## src/rtl/fifo_wr_arbiter.sv

```systemverilog
// fifo_wr_arbiter: two-requester round-robin arbiter sharing one FIFO write port.
//   clk, reset        : clock, synchronous active-high reset
//   req0/data0        : requester 0 word + valid (held until ack0)
//   req1/data1        : requester 1 word + valid (held until ack1)
//   full              : FIFO full flag
//   ack0/ack1         : single-cycle accept pulse per word
//   gnt0/gnt1         : requester currently holds the grant
//   wr/wr_data        : FIFO write strobe and data
//   cnt0/cnt1         : per-requester accepted-word counters (wrap)

// Per-requester accepted-word counter.
module fifo_wr_arbiter_cnt #(
  parameter int CNT_W = 16
) (
  input  logic             clk,
  input  logic             reset,
  input  logic             inc,
  output logic [CNT_W-1:0] cnt
);
  always_ff @(posedge clk) begin
    if (reset)    cnt <= '0;
    else if (inc) cnt <= cnt + 1'b1;
  end
endmodule

module fifo_wr_arbiter #(
  parameter int B         = 8,
  parameter int MAX_BURST = 4,
  parameter int CNT_W     = 16
) (
  input  logic             clk,
  input  logic             reset,
  input  logic             req0,
  input  logic [B-1:0]     data0,
  input  logic             req1,
  input  logic [B-1:0]     data1,
  input  logic             full,
  output logic             ack0,
  output logic             ack1,
  output logic             gnt0,
  output logic             gnt1,
  output logic             wr,
  output logic [B-1:0]     wr_data,
  output logic [CNT_W-1:0] cnt0,
  output logic [CNT_W-1:0] cnt1
);
  localparam int            BW        = $clog2(MAX_BURST + 1);
  localparam logic [BW-1:0] LAST_BEAT = BW'(MAX_BURST - 1);

  typedef enum logic [1:0] {IDLE, GNT0, GNT1} state_t;

  state_t        state, state_nxt;
  logic          last, last_nxt;   // requester served most recently
  logic [BW-1:0] bcnt, bcnt_nxt;

  logic [1:0]            req_v, ack_v;
  logic [1:0][CNT_W-1:0] cnt_v;
  logic                  own;      // index of the current grant holder
  logic                  own_req, oth_req;
  state_t                oth_state;

  assign req_v = {req1, req0};

  always_ff @(posedge clk) begin
    if (reset) begin
      state <= IDLE;
      last  <= 1'b1;   // requester 0 wins the first tie
      bcnt  <= '0;
    end else begin
      state <= state_nxt;
      last  <= last_nxt;
      bcnt  <= bcnt_nxt;
    end
  end

  always_comb begin
    state_nxt = state;
    last_nxt  = last;
    bcnt_nxt  = bcnt;
    gnt0      = (state == GNT0);
    gnt1      = (state == GNT1);
    own       = gnt1;
    own_req   = req_v[own];
    oth_req   = req_v[~own];
    oth_state = own ? GNT0 : GNT1;
    wr        = ((gnt0 & req0) | (gnt1 & req1)) & ~full;
    ack0      = wr & gnt0;
    ack1      = wr & gnt1;
    wr_data   = gnt1 ? data1 : data0;

    case (state)
      IDLE: begin
        if (req0 && req1)  state_nxt = last ? GNT0 : GNT1;
        else if (req0)     state_nxt = GNT0;
        else if (req1)     state_nxt = GNT1;
      end
      default: begin
        if (!own_req) begin
          // Holder went away (even while full): hand over or go idle.
          last_nxt  = own;
          bcnt_nxt  = '0;
          state_nxt = oth_req ? oth_state : IDLE;
        end else if (wr) begin
          if (bcnt == LAST_BEAT) begin
            // Burst complete: yield only if the other side is waiting.
            bcnt_nxt = '0;
            if (oth_req) begin
              last_nxt  = own;
              state_nxt = oth_state;
            end
          end else begin
            bcnt_nxt = bcnt + 1'b1;
          end
        end
        // full with req held: everything holds.
      end
    endcase
  end

  assign ack_v = {ack1, ack0};

  for (genvar i = 0; i < 2; i++) begin : g_cnt
    fifo_wr_arbiter_cnt #(.CNT_W(CNT_W)) u_cnt (
      .clk   (clk),
      .reset (reset),
      .inc   (ack_v[i]),
      .cnt   (cnt_v[i])
    );
  end

  assign cnt0 = cnt_v[0];
  assign cnt1 = cnt_v[1];
endmodule

```

## config.mk

```make
export PLATFORM = sky130hd
export DESIGN_NAME = fifo_wr_arbiter
export DESIGN_NICKNAME = d
export VERILOG_FILES = /design/src/rtl/fifo_wr_arbiter.sv
export SDC_FILE = /design/constraint.sdc
export NUM_CORES = 1
export LEC_CHECK = 0
export ABC_CLOCK_PERIOD_IN_PS = 2700
export CORE_ASPECT_RATIO = 1.75
export CORE_MARGIN = 2
export CORE_UTILIZATION = 49
export DETAILED_ROUTE_END_ITERATION = 10
export PLACE_DENSITY = 0.85
export SLEW_MARGIN = 5
export SYNTH_ARGS = -nofsm -noshare
export SYNTH_HDL_FRONTEND = slang
export SYNTH_SLANG_ARGS = --single-unit
```

## constraint.sdc

```tcl
create_clock -name clk -period 2.7 [get_ports clk]
set_clock_uncertainty 0.15 [all_clocks]
set_input_delay 0.27 -clock clk [delete_from_list [all_inputs] [get_ports clk]]
set_output_delay 0.27 -clock clk [all_outputs]
set_load 0.01 [all_outputs]
```

==> results by group <==
Outcome
  • Outcome: finished clean

Synthesis
  • Ys async rst share: 0
  • Most used DFF post-synth: dfxtp_1
  • Sequential fraction of the synthesis area: 0.384
  • Synthesized area: 0.00198 mm^2
  • #FFs+latches synth: 38
  • Syn Nets: 269
  • Avg Cell Area, Syn: 8.08 um^2
  • Synthesized instance count: 245
  • Yosys warns: 0
  • Post-synth top cells: nand2_1, dfxtp_1, nor2_1
  • Leading area contributor after synthesis: dfxtp_1
  • Post-synth EDFFs: 0
  • Post-synthesis cell type count: 46
  • Top cell type's share of synthesized area: 0.384
  • Cell with the most instances after synthesis: nand2_1
  • Area contributors post-synth: dfxtp_1, nand2_1, nor2_1

Hold path
  • Min-Delay Path Class: reg2reg
  • Hold Crit Depth: 2
  • HP Start: bcnt[1]
  • Worst Hold Path EP: bcnt[1]

Clock network
  • CTS-repair resized insts: 0
  • H-tree lvl count: 2
  • CTS clk-pin slew, worst paths: 0.06 ns
  • Total CTS buffers: 5
  • # hold bufs at CTS: 0
  • Post-CTS Setup Inserts: 0
  • Clock buffer depth: 2
  • Clk_lat worst skew: 0.29 ns
  • Root Driver: clkbuf_8
  • Sink Count: 38
  • CTS tree: built

STA
  • Setup TNS: 0 ns
  • Worst-Margin Slew: 0.437 ns
  • Setup violations, final: 0
  • Slew margin rel.: 0.706
  • Final Critical Period: around 2.4 ns
  • Count of final hold-check violations: 0
  • RSZ-0062 raised after global routing: false
  • Final Cycle Share: 0.885
  • Final Max Tran Viols: 0
  • Max Freq: 0.419 GHz

Worst setup path
  • CP Max Fanout: 11
  • Critical Path RT: 2.28 ns
  • CP endpoint kind: output port
  • Worst setup SP type: flop
  • R2R Path End: g_cnt[1].u_cnt.cnt[14]
  • Critical path arrival: a little under 2 ns
  • Critical path class: reg2out
  • R2R Setup Slk: 0.66 ns
  • Reg2reg start: state[1]
  • Worst reg2reg path depth: 5

Die
  • DIE HEIGHT: ~88 um
  • Num rows: 30
  • Die X-Extent: 52.1 um
  • # IOs: 66
  • Die ar.: 0.00459 mm^2
  • Initial Util: 0.512
  • Core area: between 0.003 and 0.004 mm^2

Power
  • Max IR drop VDD: 0.000370 V
  • LEAKAGE: 1.00 nW
  • Pwr dens: about 530 mW/mm^2

Cells and area
  • Antenna diode count: 0
  • Fin util: 0.711
  • Final nets: 334
  • Share of cells above drive strength 1: 0.0677
  • Fin area: 0.00275 mm^2
  • Syn-to-layout area delta: 38.8%

Global routing
  • First-pass GRT wire length: 7.65 mm
  • Gr ovfl total: 0
  • Largest net degree at the start of global routing: 42
  • Total GRT Usage: 0.217
  • Initial antenna violation count: 0
  • Vias in the first global route: 1,773

Routing
  • Remaining DRCs: 0
  • Routed Antenna Nets: 0
  • Post-Route WL: 4.69 mm
  • DR WL/cell: 13.1 um
  • Initial drt markers: 22
  • Vias per std cell: 5.43
  • Vias: 1,944
  • Initial DRT Pass Iterations: 5

Job
  • MaxCap Viol Count: 0

Placement
  • PortBufs: 65
  • RD Place Congestion: 0.775
  • Post-DP Area: 0.00267 mm^2
  • Detailed placement HPWL: 3.58 mm
-- metal layers --
metal / global-route usage / wire [um] / share of wire / vias to the layer above
li1: - / - / - / 981
met1: 0.223 / 1790 / 0.38 / 913
met2: 0.411 / 2650 / 0.56 / 43
met3: 0.0392 / 145 / 0.031 / 7
met4: 0.0957 / 109 / 0.023 / 0
met5: 0 / 0 / 0 / -
-- worst max-delay path by stage --
| stage | startpoint | endpoint | slack (ns) |
|---|---|---|---|
| 4_1_cts | state[1] | wr | 0.30 |
| 3_5_place_dp | full | g_cnt[1].u_cnt.cnt[14] | 0.31 |
| 6_report | state[1] | wr | 0.31 |
| 3_3_place_gp | full | ack1 | 0.33 |
| 5_1_grt | state[1] | wr | 0.19 |
| 2_1_floorplan | g_cnt[1].u_cnt.cnt[3] | g_cnt[1].u_cnt.cnt[15] | 0.80 |
-- metrics by stage --
step / std cells / total power [mW] / setup slack, ns / hold WS, ns
after floorplan: 245 / 0.911 / 0.802 / 0.286
after global placement: 351 / 1.10 / 0.332 / 0.295
after detailed placement: 351 / 1.11 / 0.312 / 0.305
after CTS: 358 / 1.47 / 0.300 / 0.314
after global routing: 358 / 1.54 / 0.189 / 0.334
final: 358 / 1.45 / 0.311 / 0.311
-- flip-flops by register name, indices dropped and copies added, names as in the netlist --
register / count
bcnt: 3
g_cnt.u_cnt.cnt: 32
last: 1
state: 2
-- placed cells by master, fill, tap and decap left out, types with 2 or more instances in the layout --
cell type	count
nand4_1	8
nand2_1	40
dfxtp_1	38
o21a_1	2
clkbuf_8	5
mux2_2	5
clkdlybuf4s50_1	65
ha_1	3
nand2b_1	2
nor2_1	30
and3_1	3
clkinv_2	2
o31a_1	2
nor2b_1	6
or3_1	7
inv_1	6
xnor2_1	12
a21oi_1	12
nand3_1	12
buf_4	4
xor2_1	7
mux2i_1	2
o21ai_0	6
nor3_1	5
nand4bb_1	2
nor4_1	4
-- worst max-delay path, stage by stage (launching register included) --
cell             delay [ns]
dfxtp_1                0.52
nand2b_1               0.12
inv_1                  0.26
a22oi_1                0.14
nor2_1                 0.10
clkdlybuf4s50_1        0.54
-- cells by family after synthesis --
kind of cell    Yosys count  share of synthesized area
xor+xnor                 19                     0.0840
mux                       7                     0.0385
simple gates            128                      0.331
compound gates           32                      0.104
buf+inv                  18                     0.0392
fa+ha+maj                 3                     0.0190
flops                    38                      0.384
-- report_power, final --
part | internal, mW | switching, mW
Clock | 0.173 | 0.182
Sequential | 0.585 | 0.0396
Combinational | 0.250 | 0.221
-- final cells by class --
class | count | area [um^2]
multi-input combinational | 189 | 1140
fill | 324 | 1120
sequential | 38 | 761
timing repair buffer | 69 | 681
clock buffer | 5 | 68.8
tap | 48 | 60.1
inverter | 7 | 26.3
clock inverter | 2 | 10.0
Note: power is estimated with default switching activity, not from simulation.
